<file path="config.mk">
export PLATFORM = sky130hd
export DESIGN_NAME = sr_reg_bank
export DESIGN_NICKNAME = d
export VERILOG_FILES = /design/src/rtl/sr_bank_pkg.sv /design/src/rtl/sr_cell.sv /design/src/rtl/sr_reg_bank.sv
export SDC_FILE = /design/constraint.sdc
export NUM_CORES = 1
export LEC_CHECK = 0
export BUFFER_PORTS_ARGS = -buffer_cell sky130_fd_sc_hd__buf_4
export CORE_MARGIN = 3
export CORE_UTILIZATION = 45
export CTS_BUF_LIST = sky130_fd_sc_hd__clkbuf_4 sky130_fd_sc_hd__clkbuf_8
export CTS_CLUSTER_SIZE = 16
export DETAILED_ROUTE_END_ITERATION = 16
export PLACE_DENSITY = 0.78
export RECOVER_POWER = 100
export SLEW_MARGIN = 20
export SYNTH_ARGS = -nofsm -noshare
export SYNTH_HDL_FRONTEND = slang
export SYNTH_SLANG_ARGS = --single-unit
</file>
<file path="constraint.sdc">
create_clock -name clk -period 1.6 [get_ports clk]
set_clock_uncertainty 0.15 [all_clocks]
set_input_delay 0 -clock clk [delete_from_list [all_inputs] [get_ports clk]]
set_output_delay 0 -clock clk [all_outputs]
set_load 0.02 [all_outputs]
</file>
<file path="src/rtl/sr_bank_pkg.sv">
// Shared mode encodings and widths for the SR/JK/D/T register bank.
package sr_bank_pkg;

    localparam int unsigned MODE_W = 2;

    typedef enum logic [MODE_W-1:0] {
        MODE_SR = 2'd0,
        MODE_JK = 2'd1,
        MODE_D  = 2'd2,
        MODE_T  = 2'd3
    } mode_e;

endpackage

</file>
<file path="src/rtl/sr_cell.sv">
// Combinational next-state logic for one flip-flop channel in any of the four modes.
module sr_cell
    import sr_bank_pkg::*;
(
    input  mode_e mode,
    input  logic  s,
    input  logic  r,
    input  logic  q,
    output logic  q_next,
    output logic  illegal
);

    always_comb begin
        q_next  = q;
        illegal = 1'b0;
        unique case (mode)
            MODE_SR: begin
                unique case ({s, r})
                    2'b01:   q_next = 1'b0;
                    2'b10:   q_next = 1'b1;
                    2'b11:   illegal = 1'b1;  // forbidden combination: hold and report
                    default: q_next = q;
                endcase
            end
            MODE_JK: begin
                unique case ({s, r})
                    2'b01:   q_next = 1'b0;
                    2'b10:   q_next = 1'b1;
                    2'b11:   q_next = ~q;
                    default: q_next = q;
                endcase
            end
            MODE_D:  q_next = s;
            MODE_T:  q_next = s ? ~q : q;
            default: q_next = q;
        endcase
    end

endmodule

</file>
<file path="src/rtl/sr_reg_bank.sv">
// Bank of WIDTH mode-selectable flip-flops with sticky illegal-input flags and a
// saturating count of cycles in which any channel saw S=R=1 in SR mode.
module sr_reg_bank
    import sr_bank_pkg::*;
#(
    parameter int unsigned WIDTH = 4,
    parameter int unsigned CNT_W = 8
) (
    input  logic                   clk,
    input  logic                   rst,
    input  logic                   en,
    input  logic [MODE_W-1:0]      mode,
    input  logic [WIDTH-1:0]       S,
    input  logic [WIDTH-1:0]       R,
    input  logic                   clr_ill,
    output logic [WIDTH-1:0]       Q,
    output logic [WIDTH-1:0]       Q_bar,
    output logic [WIDTH-1:0]       ill,
    output logic [CNT_W-1:0]       ill_cnt
);

    localparam logic [CNT_W-1:0] CNT_MAX = {CNT_W{1'b1}};

    mode_e              mode_sel;
    logic [WIDTH-1:0]   q_next;
    logic [WIDTH-1:0]   illegal;
    logic [WIDTH-1:0]   ill_next;
    logic [CNT_W-1:0]   cnt_next;

    assign mode_sel = mode_e'(mode);

    for (genvar i = 0; i < WIDTH; i++) begin : g_cell
        sr_cell u_cell (
            .mode    (mode_sel),
            .s       (S[i]),
            .r       (R[i]),
            .q       (Q[i]),
            .q_next  (q_next[i]),
            .illegal (illegal[i])
        );
    end

    // Clear and new events in the same cycle: the new event survives.
    always_comb begin
        ill_next = clr_ill ? '0 : ill;
        cnt_next = ill_cnt;
        if (en) begin
            ill_next = ill_next | illegal;
            if ((|illegal) && (ill_cnt != CNT_MAX)) begin
                cnt_next = ill_cnt + CNT_W'(1);
            end
        end
    end

    always_ff @(posedge clk) begin
        if (rst) begin
            Q       <= '0;
            ill     <= '0;
            ill_cnt <= '0;
        end else begin
            if (en) begin
                Q <= q_next;
            end
            ill     <= ill_next;
            ill_cnt <= cnt_next;
        end
    end

    // Derived directly from Q so it never lags the state register.
    assign Q_bar = ~Q;

endmodule

</file>
* Yosys cells after proc, flatten, opt, wreduce, memory -nomap -nowiden
Index checks and enable logic that the tools add are counted.
** Operators by class
- Add/sub/neg operators :: 1
- Multiplexer cells :: 26
- Order comparisons :: 0
- Multipliers :: 0
- Shift-type cells :: 0
- Equality and inequality tests :: 28
- Bitwise operators :: 6
- Reductions and logical operators :: 8
- Divide/modulo/power cells :: 0
** Operator list (count)
- $eq A2 B2 Y1 const B :: 10
- $ne A4 B1 Y1 const B :: 4
- $pmux W1 S4 :: 4
- $reduce_and A4 Y1 :: 4
- $mux W1 :: 12
- $ne A3 B1 Y1 const B :: 4
- $pmux W1 S3 :: 4
- $eq A2 B1 Y1 const B :: 5
- $add A8 B1 Y8 const B :: 1
- $mux W4 :: 2
- $ne A2 B2 Y1 const B :: 4
- $ne A8 B8 Y1 const B :: 1
- $pmux W1 S2 :: 4
- $not A1 Y1 :: 4
- $not A4 Y4 :: 1
- $or A4 B4 Y4 :: 1
- $reduce_or A4 Y1 :: 1
- $logic_not A2 Y1 :: 1
- $reduce_and A2 Y1 :: 1
- $logic_and A1 B1 Y1 :: 1
** Storage, ports and cells
- Bits in read-only memories :: 0
- Memories :: 0
- Output and inout port bits :: 20
- Bits in latches :: 0
- Register bits :: 16
- Bits of input ports :: 14
- Logic and storage cells :: 75
- Memory bits (writable) :: 0

* Logic depth before layout (Yosys ltp)
- Depth after elaboration :: 6
- Mapped depth :: 6
- Gate-level depth less buffers :: 5

* Cells and area by module
From an unflattened synthesis, not the netlist that was laid out.
** Second synthesis, totals
- Cell total of the unflattened synthesis :: 110
- Area, all modules :: 1073.5 µm²
** Modules (own cells, without submodules)
- sr_reg_bank :: times used 1, area each 708.2 µm², cells an instance 74, sequential area each 320.3 µm²
- sr_cell :: times used 4, area each 91.3 µm², cells an instance 9, sequential area each 0.0 µm²

* Worst setup path before layout
No wires, ideal clock.
- Kind :: reg-to-reg
- From :: register ill_cnt[2]
- To :: register ill_cnt[7]
- Library setup time :: 0.071 ns
- Data arrival time :: 1.562 ns
- Setup slack :: -0.182 ns
- Required time :: 1.379 ns
- Clock period less this slack :: 1.782 ns
- Stages on the path, launching flop included :: 5
- Path buffers :: 0
- Cells stage by stage :: dfxtp_1 nand4_1 or2_2 or4_1 a21oi_1
** Between the ends
- Longest elaborated chain between the ends :: 3
- Elaborated cells between the ends (all ways) :: 4
- Classes of those cells :: add/sub (1); eq/ne (1); reduce/logical (2)
** Ends and longest elaborated chain
- start: declaration :: RTL line sr_reg_bank.sv:19 : output logic [CNT_W-1:0] ill_cnt
- start signal: assignment :: RTL line sr_reg_bank.sv:65 : ill_cnt <= cnt_next;
- branches (longest 3 deep; another with $add A8 B1 Y8)
Several ways; the timed one is not identified.
A chain may end at the register's enable or synchronous reset.

* Final worst setup path
- From :: register ill_cnt[0]
- To :: register ill_cnt[3]
Same word-level chain as after synthesis.

==> results list <==
* TritonCTS clock tree: yes
- Pin count of the biggest net entering global routing: 18
- The internal power of the cells totals 611 uW.
- IO Count: 34
- The worst setup path is captured at a flop.
* Total gr overflow: 0
- Setup repair after global routing could not meet its margin everywhere.
* Met1 layer usage reported by global route: 28.3%
- Clock Pin Slew Worst Setup and Hold Paths: 90 ps
- In this run, placement finished with an instance count of 173.
- For this configuration, the core starts out at a cell density of 51.2%.
- The most common cell in the synthesized netlist is dfxtp_1.
* Area of the multi-input gates: 561 um2
* Core area: 0.00184 mm2
- # fillers: between 100 and 150
* Weighted congestion at the end of routability-driven global placement: between 0.8 and 0.9
* Number of enable flip-flop cells after synthesis: 0
- Once layout is complete, the cells apart from fillers number between 150 and 200.
- Dividing the detail-routed via count by the number of cells gives 5.85.
- In this run, distinct cell masters in the synthesized netlist total 27.
- Syn_area_per_cell: 8.05 um2
- The clock network burns between 20% and 30% of the power.
- For this run, the detailed router's first-pass iteration total came to 4.
* Worst path arrival time: 1630 ps
- Fraction of power spent switching nets: 30.4%
* Max_slew headroom: approximately three quarters
- Global routing consumed, over all layers together, 21.5% of the routing resources.
* Total number of vias: 1,134
- Area enclosed by the die boundary: 0.00268 mm2
- Per report_power, the combinational group accounts for 26.7% of the total.
- Yosys warns: 0
- The run finished with clean final reports.
- The biggest area contributor in the post-synthesis netlist is dfxtp_1.
- When the netlist entered floorplanning its net count stood at 132.
* TritonCTS buffer count: 3
- For this run, global-route usage on met3 was measured as 5.44%.
* Sequential share of power: approximately half
* Ant. Diodes: 0
- Of the available clock period, the critical path in the final layout requires 97.1%.
- Global route hottest layer: met2
- Most area-consuming cells after synthesis: dfxtp_1 34%, a21oi_1 5.8%, o21ai_0 4.8%, buf_6 4.8%, or4_1 4.8%
* HPWL reported at the end of detailed placement: 1800 um
* Power per cell area: 612 mW/mm2
* Net count, final: roughly 190
- Category of the most critical setup path: reg2reg
- Along the worst path, the maximum fanout reaches 10.
- Fraction of met2 tracks used by global routing: a little under a third
* Starting DRT DRC Count: 56
- Once layout is done, the placed cells without fillers occupy 0.00144 mm2.
- # Max-Cap Violations: 0
- Once layout is complete, the utilization of the core stands at 78.0%.
* Layout cells sized above 1: 35.5%
* Clock latency on the worst-skew pair: 290 ps
* Highest achievable clock rate: between 600 and 700 MHz
- Summed over all nets, the switching power comes to around 270 uW.
- In the final layout, flip-flops and latches occupy about 330 um2.
- Counting every sink on the clock net gives 16.
- The hold violation count in the final report came to 0.
- The routed design has 2940 um of wire.
* Predominant post-synthesis flop cell: dfxtp_1
- Of the post-synthesis cell area, the dominant cell type holds approximately 34%.
* Area added between synthesis and finish: 52.3%
- H-tree Lvls: 1
* WP data required: 1680 ps
* Total power: 878 uW
* Flip-flop and latch count after synthesis: 16
* # port buffers: 33
* Post-placement cell area: 0.00121 mm2
* Post-route ant nets: 0
- In the synthesized netlist, the cells that appear most often are 16 x dfxtp_1, 11 x a21oi_1, 10 x nor2_1.
* Initial antenna violation count: 0
* Standby leakage power: 0.544 nW
- Library cell used as clock root buffer: clkbuf_4
- X dimension of the die: 51.8 um
- Wire per inst: 15.1 um
* Via count of the first global-routing pass: 927
- VDD sags by at most 0.480 mV.
* Global-route wire length before repair: 4230 um
- Syn Std Cell Area: 942 um2
- From bottom edge to top edge, the die measures 51.8 um.
* Hold Slack: 12.5 ps
- The path class of the tightest hold or removal check is in2reg.
- Longest Clk Path Bufs: 2
- The floorplan has 15 rows.
- Slew Limit Fails: 0
* Worst Tran Pin Value: between 300 and 400 ps
- Setup violations remaining at the end of the flow were counted as 0.
* Proportion of register bits with asynchronous set or reset after synthesis: 0%
- Startpoint Class: flop
- Synthesis produced around 120 cells.
* Portion of the post-synthesis area used by sequential elements: approximately a third
* DRC violation count after routing: 0
- The smallest clock period supported by the final layout is computed as 1550 ps.
-- power by group through the flow --
stage / registers (mW) / clock network (mW) / logic, mW
global placement: 0.435 / 0 / 0.185
detailed placement: 0.436 / 0 / 0.189
floorplan: 0.437 / 0 / 0.123
global route: 0.430 / 0.235 / 0.251
finish: 0.428 / 0.215 / 0.235
CTS: 0.427 / 0.219 / 0.218
-- registers in the layout, summed over array words and instances, names as in the netlist --
name and flops:
Q 4, ill 4, ill_cnt 8
-- timing repair --
item | 4_1_cts | 5_1_grt
resized for setup | 1 | 9
gates cloned | 0 | 1
setup endpoints to repair | 2 | 9
setup buffers | 2 | 0
pin swaps | 0 | 2
hold buffers | 16 | 0
endpoints found under the hold margin | 16 | 0
-- cells in the final DEF, fill, tap and decap left out --
master,count
buf_4,39
a22o_4,2
a32oi_1,4
a21oi_1,10
a21oi_2,1
o41ai_1,3
o22ai_1,4
o31ai_1,3
nor3b_4,1
or2_4,1
mux2i_1,1
o21ai_4,1
nand3_1,4
or3_2,1
nor2_4,1
nand2b_1,2
clkbuf_1,4
nand4_1,1
nand2_1,9
a211oi_2,1
a22oi_1,4
ha_2,1
dfxtp_1,9
dfxtp_2,7
a211oi_1,3
or4_1,6
clkbuf_4,3
nor2_1,9
o21ai_2,1
inv_1,9
o21ai_0,9
dlygate4sd3_1,15
-- worst paths after layout --
path	start	endpoint	slack, ps	depth (start not counted)
max	ill_cnt[0]$_SDFFE_PP0P_	ill_cnt[3]$_SDFFE_PP0P_	50	5
min	en	Q[3]$_SDFFE_PP0P_	10	4
max reg2reg	ill_cnt[0]$_SDFFE_PP0P_	ill_cnt[3]$_SDFFE_PP0P_	50	5
min reg2reg	ill_cnt[7]$_SDFFE_PP0P_	ill_cnt[7]$_SDFFE_PP0P_	420	2
-- routing by layer --
layer | share of wire [%] | up-vias
met3 | 7.4 | 12
met2 | 45 | 67
li1 | - | 544
met4 | 3.5 | 0
met5 | 0 | -
met1 | 44 | 511
-- area by class of cell --
cell class,count,share of cell area [%]
inverter,9,2.35
sequential,16,22.9
multi-input combinational,83,39.1
timing repair buffer,58,31.9
tap,25,2.18
clock buffer,3,1.57
-- logic make-up (layout without fill, tap and decap cells) --
family | after synthesis | after routing | share of synthesized area [%]
and+or+nand+nor | 35 | 35 | 19.9
buffers and inverters | 19 | 70 | 12.3
DFF | 16 | 16 | 34.0
AOI/OAI and AO/OA | 45 | 46 | 31.3
adders and majority gates | 1 | 1 | 1.33
muxes | 1 | 1 | 1.06
-- critical path, cell delays in order, from the launching register on --
cell and delay [ps]:
dfxtp_2 330, ha_2 200, nand3_1 140, nor2_4 80, or4_1 460, a21oi_1 120
-- through the flow --
step / setup slack (ps) / TNS, ps
after CTS: 2.72 / 0
final: 46.7 / 0
after global routing: -50.3 / -101
after global placement: 42.3 / 0
after floorplan: -58.4 / -58.4
after detailed placement: -4.46 / -4.46
Note: power is estimated with default switching activity, not from simulation.
